==> config.mk <==
export PLATFORM = sky130hd
export DESIGN_NAME = shevm_pwr_seq_ctrl
export DESIGN_NICKNAME = d
export VERILOG_FILES = /design/src/rtl/shevm_pwr_pkg.sv /design/src/rtl/shevm_pgood_deb.sv /design/src/rtl/shevm_pwr_seq_ctrl.sv
export SDC_FILE = /design/constraint.sdc
export NUM_CORES = 1
export LEC_CHECK = 0
export BUFFER_PORTS_ARGS = -buffer_cell sky130_fd_sc_hd__buf_2
export CORE_MARGIN = 3
export CORE_UTILIZATION = 40
export DETAILED_ROUTE_END_ITERATION = 12
export HOLD_SLACK_MARGIN = 0.15
export MAX_ROUTING_LAYER = met4
export PLACE_DENSITY = 0.6
export SLEW_MARGIN = 20
export SYNTH_ARGS = -nofsm -noshare
export SYNTH_HDL_FRONTEND = slang
export SYNTH_SLANG_ARGS = --single-unit
==> constraint.sdc <==
create_clock -name main_48mhz_clk_r_i -period 2.59 [get_ports main_48mhz_clk_r_i]
set_clock_uncertainty 0.15 [all_clocks]
set_input_delay 0.259 -clock main_48mhz_clk_r_i [delete_from_list [all_inputs] [get_ports main_48mhz_clk_r_i]]
set_output_delay 0.259 -clock main_48mhz_clk_r_i [all_outputs]
set_load 0.02 [all_outputs]
==> src/rtl/shevm_pwr_pkg.sv <==
// shevm_pwr_pkg: shared state encodings and pin indices for the power sequencer
package shevm_pwr_pkg;

   localparam int NSTEP = 4;

   typedef enum logic [2:0] {
      ST_OFF    = 3'd0,
      ST_DEB    = 3'd1,
      ST_UP     = 3'd2,
      ST_ON     = 3'd3,
      ST_DOWN   = 3'd4,
      ST_LOCKED = 3'd5
   } seq_state_t;

   localparam logic [1:0] PIN_PCA  = 2'd0;
   localparam logic [1:0] PIN_EEP  = 2'd1;
   localparam logic [1:0] PIN_NOR  = 2'd2;
   localparam logic [1:0] PIN_NAND = 2'd3;

endpackage

==> src/rtl/shevm_pgood_deb.sv <==
// shevm_pgood_deb: counts consecutive high cycles of a rail power-good while enabled
module shevm_pgood_deb #(
   parameter int DEB_CYC = 48000
) (
   input  logic i_clk,
   input  logic i_rst,
   input  logic i_en,
   input  logic i_pgood,
   output logic o_stable
);

   localparam int DW = (DEB_CYC > 1) ? $clog2(DEB_CYC) : 1;
   localparam logic [DW-1:0] DEB_LAST = DW'(DEB_CYC - 1);

   logic [DW-1:0] r_cnt;

   // any low sample or disable restarts the count; saturate at DEB_LAST
   always_ff @(posedge i_clk) begin
      if (i_rst || !i_en || !i_pgood) r_cnt <= '0;
      else if (r_cnt != DEB_LAST) r_cnt <= r_cnt + DW'(1);
   end

   assign o_stable = i_en && i_pgood && (r_cnt == DEB_LAST);

endmodule

==> src/rtl/shevm_pwr_seq_ctrl.sv <==
// shevm_pwr_seq_ctrl: pgood-qualified ordered release and re-lock of board protect/enable pins
module shevm_pwr_seq_ctrl
   import shevm_pwr_pkg::*;
#(
   parameter int DEB_CYC  = 48000,
   parameter int STEP_CYC = 4800
) (
   input  logic       main_48mhz_clk_r_i,
   input  logic       rst_i,
   input  logic       pgood_i,
   input  logic       lock_req_i,
   input  logic       timi0_src_i,
   output logic       pca9306_en_o,
   output logic       eeprom_wp_o,
   output logic       nor_wp_n_o,
   output logic       nand_wp_o,
   output logic       dsp_timi0_o,
   output logic       lock_ack_o,
   output logic [2:0] seq_state_o,
   output logic       pgood_fault_o
);

   localparam int SW = (STEP_CYC > 1) ? $clog2(STEP_CYC) : 1;
   localparam logic [SW-1:0] STEP_LAST = SW'(STEP_CYC - 1);

   seq_state_t       r_state, w_state_nxt;
   logic [1:0]       r_step, w_step_nxt;
   logic [SW-1:0]    r_cnt, w_cnt_nxt;
   logic [NSTEP-1:0] r_pins, w_pins_nxt;
   logic             r_timi0, r_ack, r_fault;
   logic             w_pgood_stable, w_step_done, w_fault_set;
   logic [1:0]       w_hi;

   shevm_pgood_deb #(.DEB_CYC(DEB_CYC)) u_deb (
      .i_clk   (main_48mhz_clk_r_i),
      .i_rst   (rst_i),
      .i_en    (r_state == ST_DEB),
      .i_pgood (pgood_i),
      .o_stable(w_pgood_stable)
   );

   assign w_step_done = (r_cnt == STEP_LAST);
   assign w_hi        = (r_state == ST_ON) ? PIN_NAND : r_step;
   assign w_fault_set = !pgood_i && (r_state inside {ST_ON, ST_DOWN, ST_LOCKED});

   // next state, step index and pin image; pgood loss overrides everything
   always_comb begin
      w_state_nxt = r_state;
      w_step_nxt  = r_step;
      w_pins_nxt  = r_pins;
      w_cnt_nxt   = ((r_state inside {ST_UP, ST_DOWN}) && !w_step_done) ? r_cnt + SW'(1) : '0;
      case (r_state)
         ST_OFF: if (pgood_i) w_state_nxt = ST_DEB;
         ST_DEB: begin
            if (!pgood_i) w_state_nxt = ST_OFF;
            else if (w_pgood_stable) begin
               w_state_nxt         = lock_req_i ? ST_LOCKED : ST_UP;
               w_step_nxt          = PIN_PCA;
               w_pins_nxt[PIN_PCA] = !lock_req_i;
            end
         end
         ST_UP, ST_ON: begin
            if (lock_req_i) begin
               w_state_nxt      = ST_DOWN;
               w_step_nxt       = w_hi;
               w_pins_nxt[w_hi] = 1'b0;
            end else if (r_state == ST_UP && w_step_done) begin
               if (r_step == PIN_NAND) w_state_nxt = ST_ON;
               else begin
                  w_step_nxt                  = r_step + 2'd1;
                  w_pins_nxt[r_step + 2'd1]   = 1'b1;
               end
            end
         end
         ST_DOWN: begin
            if (w_step_done) begin
               if (r_step == PIN_PCA) w_state_nxt = ST_LOCKED;
               else begin
                  w_step_nxt                  = r_step - 2'd1;
                  w_pins_nxt[r_step - 2'd1]   = 1'b0;
               end
            end
         end
         ST_LOCKED: begin
            if (!lock_req_i) begin
               w_state_nxt         = ST_UP;
               w_step_nxt          = PIN_PCA;
               w_pins_nxt[PIN_PCA] = 1'b1;
            end
         end
         default: w_state_nxt = ST_OFF;
      endcase
      if (!pgood_i && r_state != ST_OFF) begin
         w_state_nxt = ST_OFF;
         w_step_nxt  = PIN_PCA;
         w_pins_nxt  = '0;
      end
      if (w_state_nxt != r_state) w_cnt_nxt = '0;
   end

   // state and output registers; TIMI0 passes only while the next state is ON
   always_ff @(posedge main_48mhz_clk_r_i) begin
      if (rst_i) begin
         r_state <= ST_OFF;
         r_step  <= PIN_PCA;
         r_cnt   <= '0;
         r_pins  <= '0;
         r_timi0 <= 1'b0;
         r_ack   <= 1'b0;
         r_fault <= 1'b0;
      end else begin
         r_state <= w_state_nxt;
         r_step  <= w_step_nxt;
         r_cnt   <= w_cnt_nxt;
         r_pins  <= w_pins_nxt;
         r_timi0 <= (w_state_nxt == ST_ON) && timi0_src_i;
         r_ack   <= (w_state_nxt == ST_LOCKED);
         r_fault <= r_fault || w_fault_set;
      end
   end

   assign pca9306_en_o  = r_pins[PIN_PCA];
   assign eeprom_wp_o   = r_pins[PIN_EEP];
   assign nor_wp_n_o    = r_pins[PIN_NOR];
   assign nand_wp_o     = r_pins[PIN_NAND];
   assign dsp_timi0_o   = r_timi0;
   assign lock_ack_o    = r_ack;
   assign seq_state_o   = r_state;
   assign pgood_fault_o = r_fault;

endmodule

==> results of run 1 <==
==> layout make-up <==
type,instances,area (µm²),share of cell area (%)
Clock buffer,6,82.6,3.30
Clock inverter,2,37.5,1.50
Inverter,10,37.5,1.50
Multi-Input combinational cell,203,1260,50.4
Sequential cell,41,821,32.8
Tap cell,70,87.6,3.51
Timing Repair Buffer,27,173,6.91
==> cells by family after synthesis <==
logic type	synth area share (%)
xor gates and xnor gates	10.5
buffers and inverters	4.37
DFF	37.7
and+or+nand+nor	30.9
adders and majority gates	3.45
AOI/OAI and AO/OA	13.1
==> stage by stage <==
step	instance area [µm²]	setup WS [ps]	util (%)	hold slack, ps
CTS	2500	343	48.3	200
detailed placement	2360	388	45.6	289
floorplan	2180	474	-	181
global route	2500	238	48.3	261
finish	2500	358	48.3	211
global placement	2360	395	45.6	278
==> timing repair <==
item | 4_1_cts | 5_1_grt
setup endpoints to repair | 0 | 0
resized for setup | 0 | 0
endpoints found under the hold margin | 2 | 0
hold buffers | 2 | 0
==> flip-flops by register name (all words and copies together) (netlist names) <==
signal	flops
pgood_fault_o	1
lock_ack_o	1
dsp_timi0_o	1
r_cnt	13
seq_state_o	3
r_step	2
u_deb.r_cnt	16
r_pins	4
==> power groups by stage <==
stage | sequential [mW] | clock (mW) | combinational, mW
2_1_floorplan | 0.650 | 0 | 0.0339
5_1_grt | 0.634 | 0.577 | 0.0622
3_3_place_gp | 0.648 | 0 | 0.0527
6_report | 0.634 | 0.539 | 0.0554
3_5_place_dp | 0.649 | 0 | 0.0527
4_1_cts | 0.634 | 0.561 | 0.0552
==> worst min-delay path: cells and delay by family <==
kind | cells | cell delay (ps)
buffers and inverters | 1 | 170
AND/OR/NAND/NOR | 3 | 190
==> worst paths after layout <==
path                   end  slack, ps  cells past startpoint
min reg2reg       r_cnt[0]        300                      1
max            dsp_timi0_o        360                      5
max reg2reg    dsp_timi0_o        360                      5
min          pgood_fault_o        210                      4
==> metal layers <==
layer / vias to the layer above / global-route usage, % / share of wire (%)
li1: 980 / - / -
met1: 899 / 22.1 / 51
met2: 24 / 24.1 / 45
met3: 4 / 3.72 / 3.7
met4: 0 / 6.08 / 0.96
met5: - / - / 0
==> Yosys cell counts (all sizes together), types with 2 or more instances <==
master,number,share of area [%]
a31oi,4,1.1
nand3,13,3.0
nor2b,2,0.57
o21ai,5,1.3
o21bai,3,1.0
o31a,2,0.86
ha,6,3.5
nand2b,4,1.1
xor2,18,7.2
xnor2,8,3.2
nor4b,2,0.81
nand2,8,1.4
buf,4,1.4
dfxtp,41,38
nand4,9,2.6
nand3b,3,1.0
nor2,47,8.1
and4,2,0.81
a22oi,2,0.69
clkbuf,7,1.2
and3,8,2.4
a211oi,3,1.0
nor4,3,1.6
a21oi,18,4.1
inv,10,1.7
nor3,15,3.5
or4,3,1.0
nor3b,4,1.4
==> results.sh, run 1 <==
export IMPL_status="completed"
export IMPL_antenna_found_initial=0
export IMPL_power_switching_uw=263
export IMPL_path_class="register to register"
export IMPL_n_antenna_cell=0
export IMPL_cts_tree="built"
export IMPL_combinationalPowerShare_pct=4.5
export IMPL_leakage_nw=0.889
export IMPL_drv_cap=0
export IMPL_cts_setup_buffers=0
export IMPL_synth_edf_count=0
export IMPL_hold_class="primary input to register"
export IMPL_io_pins=15
export IMPL_ys_warn_count=0
export IMPL_timing_fmax_mhz=448
export IMPL_seq_area_frac_synth_pct=37.7
export IMPL_ant_nets=0
export IMPL_synthToLayoutAreaGrowth_pct=14.8
export IMPL_drt_iter0_drc=173
export IMPL_critPathRequiredTime_ps=2660
export IMPL_start_kind="register"
export IMPL_async_flop_share_pct=0
export IMPL_drive_above_1_share_pct=13.8
export IMPL_crit_slowest_cell="or4b_2"
export IMPL_n_fill_cell=507
export IMPL_dpl_cell_count=349
export IMPL_root_buffer="clkbuf_8"
export IMPL_r2r_start="r_cnt[8]"
export IMPL_netlist_instances=265
export IMPL_synth_area_mm2=0.00218
export IMPL_cell_internal_pwr_uw=965
export IMPL_critPathCaptureType="register"
export IMPL_peakVddDrop_v=0.000227
export IMPL_fin_crit_ps=2230
export IMPL_wire_per_inst_um=13.3
export IMPL_die_x_um=79.8
export IMPL_setup_tns_ps=0
export IMPL_pwr_share_seq_pct=51.6
export IMPL_setup_viol=0
export IMPL_clk_latency_ps=290
export IMPL_track_usage_pct=16.4
export IMPL_grt_pass1_vias=1729
export IMPL_critPathMaxStageDelay_ps=710
export IMPL_crit_arrival_ps=2300
export IMPL_htree_levels=2
export IMPL_hold_violations=0
export IMPL_power_density_mw_per_mm2=492
export IMPL_swShare_pct=21.4
export IMPL_viasPerCell=5.31
export IMPL_grt_max_degree=19
export IMPL_start_util_pct=42.1
export IMPL_syn_nets=276
export IMPL_final_common_cell="nor2_1"
export IMPL_clock_sinks=41
export IMPL_numCtsBuffers=5
export IMPL_place_congestion=0.894
export IMPL_finalCritPeriodShare_pct=86.2
export IMPL_p_clk_share_pct=43.9
export IMPL_num_rows=26
export IMPL_hpwl_um=3350
export IMPL_ys_seq_elements=41
export IMPL_clk_pin_slew_worst_paths_ps=80
export IMPL_synth_flop_cell="dfxtp_1"
export IMPL_critical_path_top_delay_family="simple AND/OR/NAND/NOR gates"
export IMPL_slew_violations=0
export IMPL_clockBufferDepth=2
export IMPL_holdCritStartpoint="pgood_i"
export IMPL_slew_headroom_pct=60.4
export IMPL_drc=0
export IMPL_finalWirelength_um=4790
export IMPL_die_area_mm2=0.00636
export IMPL_dr_pass1_iters=4
export IMPL_die_h_um=79.8
export IMPL_port_buffers=14
export IMPL_worst_slew_pin_slew_ps=594
export IMPL_grt_pass1_wl_um=8110
export IMPL_critPathLaunch="r_cnt[8]"
export IMPL_overflow=0
export IMPL_final_nets=299
export IMPL_rsz0062_at_grt="no"
export IMPL_path_cells="or4b_2 -> nor4_4 -> nor4b_1 -> nor3_1 -> nor3b_1"
export IMPL_coreArea_mm2=0.00517
export IMPL_vias=1907
export IMPL_ys_types=45
export IMPL_postSynthAreaPerCell_um2=8.21
export IMPL_critPathBufInv=0
export IMPL_layout_common_cells="nor2_1, dfxtp_1, a21oi_1, xor2_1, nor3_1"
export IMPL_path_max_fanout=6
export IMPL_instances_no_fill=359
export IMPL_total_power_mw=1.23
(Power assumes the default switching activity.)
==> inputs of run 2 (changes only) <==
==> constraint.sdc (replaced) <==
create_clock -name main_48mhz_clk_r_i -period 2.4 [get_ports main_48mhz_clk_r_i]
set_clock_uncertainty 0.15 [all_clocks]
set_input_delay 0.24 -clock main_48mhz_clk_r_i [delete_from_list [all_inputs] [get_ports main_48mhz_clk_r_i]]
set_output_delay 0.24 -clock main_48mhz_clk_r_i [all_outputs]
set_load 0.02 [all_outputs]
==> results.sh, run 2 (synthesized netlist as in run 1, its figures left out) <==
export IMPL_setup_tns_ps=0
export IMPL_drv_cap=0
export IMPL_slew_headroom_pct=64.4
export IMPL_leakage_nw=0.893
export IMPL_htree_levels=2
export IMPL_power_switching_uw=295
export IMPL_vias=1870
export IMPL_clk_latency_ps=300
export IMPL_path_class="register to register"
export IMPL_path_max_fanout=5
export IMPL_rsz0062_at_grt="no"
export IMPL_critPathCaptureType="register"
export IMPL_p_clk_share_pct=38.5
export IMPL_crit_arrival_ps=2240
export IMPL_path_cells="nand4_1 -> or4_1 -> o31ai_2 -> a21oi_1 -> a211oi_1"
export IMPL_power_density_mw_per_mm2=483
export IMPL_drt_iter0_drc=204
export IMPL_wl_met3_um=136
export IMPL_wl_met1_um=2450
export IMPL_finalWirelength_um=4630
export IMPL_overflow=0
export IMPL_status="completed"
export IMPL_die_h_um=79.8
export IMPL_peakVddDrop_v=0.000322
export IMPL_hold_class="primary input to register"
export IMPL_swShare_pct=24.5
export IMPL_critPathRequiredTime_ps=2460
export IMPL_finalCritPeriodShare_pct=91.0
export IMPL_largest_register_ffs=16
export IMPL_track_usage_pct=17.1
export IMPL_final_nets=302
export IMPL_hold_violations=0
export IMPL_io_pins=15
export IMPL_grt_max_degree=19
export IMPL_viasPerCell=5.17
export IMPL_synthToLayoutAreaGrowth_pct=14.5
export IMPL_stdcell_area_mm2=0.00249
export IMPL_slew_violations=0
export IMPL_root_buffer="clkbuf_8"
export IMPL_die_area_mm2=0.00636
export IMPL_largest_register="u_deb.r_cnt"
export IMPL_antenna_found_initial=0
export IMPL_hpwl_um=3400
export IMPL_drive_above_1_share_pct=14.7
export IMPL_cts_tree="built"
export IMPL_fin_util_pct=48.2
export IMPL_regArea_um2=821
export IMPL_critical_path_top_delay_family="simple AND/OR/NAND/NOR gates"
export IMPL_clockBufferDepth=2
export IMPL_port_buffers=14
export IMPL_drc=0
export IMPL_num_rows=26
export IMPL_pwr_share_seq_pct=57.2
export IMPL_setup_viol=0
export IMPL_combinationalPowerShare_pct=4.3
export IMPL_coreArea_mm2=0.00517
export IMPL_crit_slowest_cell="or4_1"
export IMPL_dr_wl_met2_um=1980
export IMPL_n_antenna_cell=0
export IMPL_critPathBufInv=0
export IMPL_top_regs="u_deb.r_cnt x16, r_cnt x13, r_pins x4"
export IMPL_worst_slew_pin_slew_ps=533
export IMPL_clk_pin_slew_worst_paths_ps=80
export IMPL_start_kind="register"
export IMPL_postPlaceCellArea_mm2=0.00238
export IMPL_layout_common_cells="nor2_1, dfxtp_1, a21oi_1, xor2_1, nor3_1"
export IMPL_final_common_cell="nor2_1"
export IMPL_grt_pass1_vias=1802
export IMPL_die_x_um=79.8
export IMPL_start_util_pct=42.1
export IMPL_fin_crit_ps=2180
export IMPL_clock_sinks=41
export IMPL_ant_nets=0
export IMPL_multi_input_area_mm2=0.00126
export IMPL_dr_pass1_iters=4
export IMPL_grt_pass1_wl_um=8490
export IMPL_timing_fmax_mhz=458
export IMPL_place_congestion=0.866
export IMPL_wire_per_inst_um=12.8
export IMPL_critPathMaxStageDelay_ps=640
export IMPL_highest_signal_layer="met4"
export IMPL_cell_internal_pwr_uw=908
export IMPL_r2r_slack_ps=220
export IMPL_numCtsBuffers=5
export IMPL_n_fill_cell=527
[run 2: cell types whose count changed in the layout (fill, tap and decap cells not counted), sizes merged]
| cell | previous run | this run |
|---|---|---|
| buf | 25 | 28 |
| bufinv | 1 | 0 |
| clkbuf | 6 | 5 |
| clkinv | 0 | 1 |
| inv | 10 | 11 |
[run 2: worst reg2reg max path: stages, from the launching register on]
cell	delay, ps
dfxtp_1	410
nand4_1	200
or4_1	640
o31ai_2	370
a21oi_1	110
a211oi_1	210
[run 2: path summary, 6_finish.rpt]
kind / from / end / depth (start not counted)
max: u_deb.r_cnt[2] / r_pins[0] / 5
max reg2reg: u_deb.r_cnt[2] / r_pins[0] / 5
min reg2reg: r_cnt[0] / r_cnt[0] / 1
min: pgood_i / pgood_fault_o / 4
[run 2: cell type report]
type	instances	share of cell area, %
clock buffers	5	2.76
flip-flops and latches	41	32.9
well taps	70	3.52
repair buffers	30	7.84
inverters	10	1.51
clock inverters	3	0.854
multi-input cells	203	50.6
[run 2: power groups by stage]
stage	clock network, mW	logic (mW)	registers (mW)
5_1_grt	0.513	0.0604	0.689
3_5_place_dp	0	0.0499	0.704
4_1_cts	0.486	0.0525	0.688
2_1_floorplan	0	0.0365	0.701
3_3_place_gp	0	0.0498	0.704
6_report	0.462	0.0522	0.688
[run 2: layer usage]
layer	track usage, %	vias to the layer above
met5	-	-
met4	5.57	0
li1	-	990
met2	24.3	17
met1	24.0	857
met3	3.72	6
[run 2: timing repair]
| item | CTS | global route |
|---|---|---|
| hold buffers | 2 | 0 |
| buffers inserted | 0 | 0 |
| resized for setup | 0 | 0 |
| hold endpoints to repair | 2 | 0 |
[run 2: stage by stage]
step / cells / hold slack (ps) / power, mW / worst slack (ps)
final: 362 / 196 / 1.20 / 216
after CTS: 362 / 187 / 1.23 / 199
after global placement: 352 / 275 / 0.754 / 220
after detailed placement: 352 / 284 / 0.754 / 214
after global routing: 362 / 205 / 1.26 / 37.8
after floorplan: 265 / 162 / 0.738 / 284
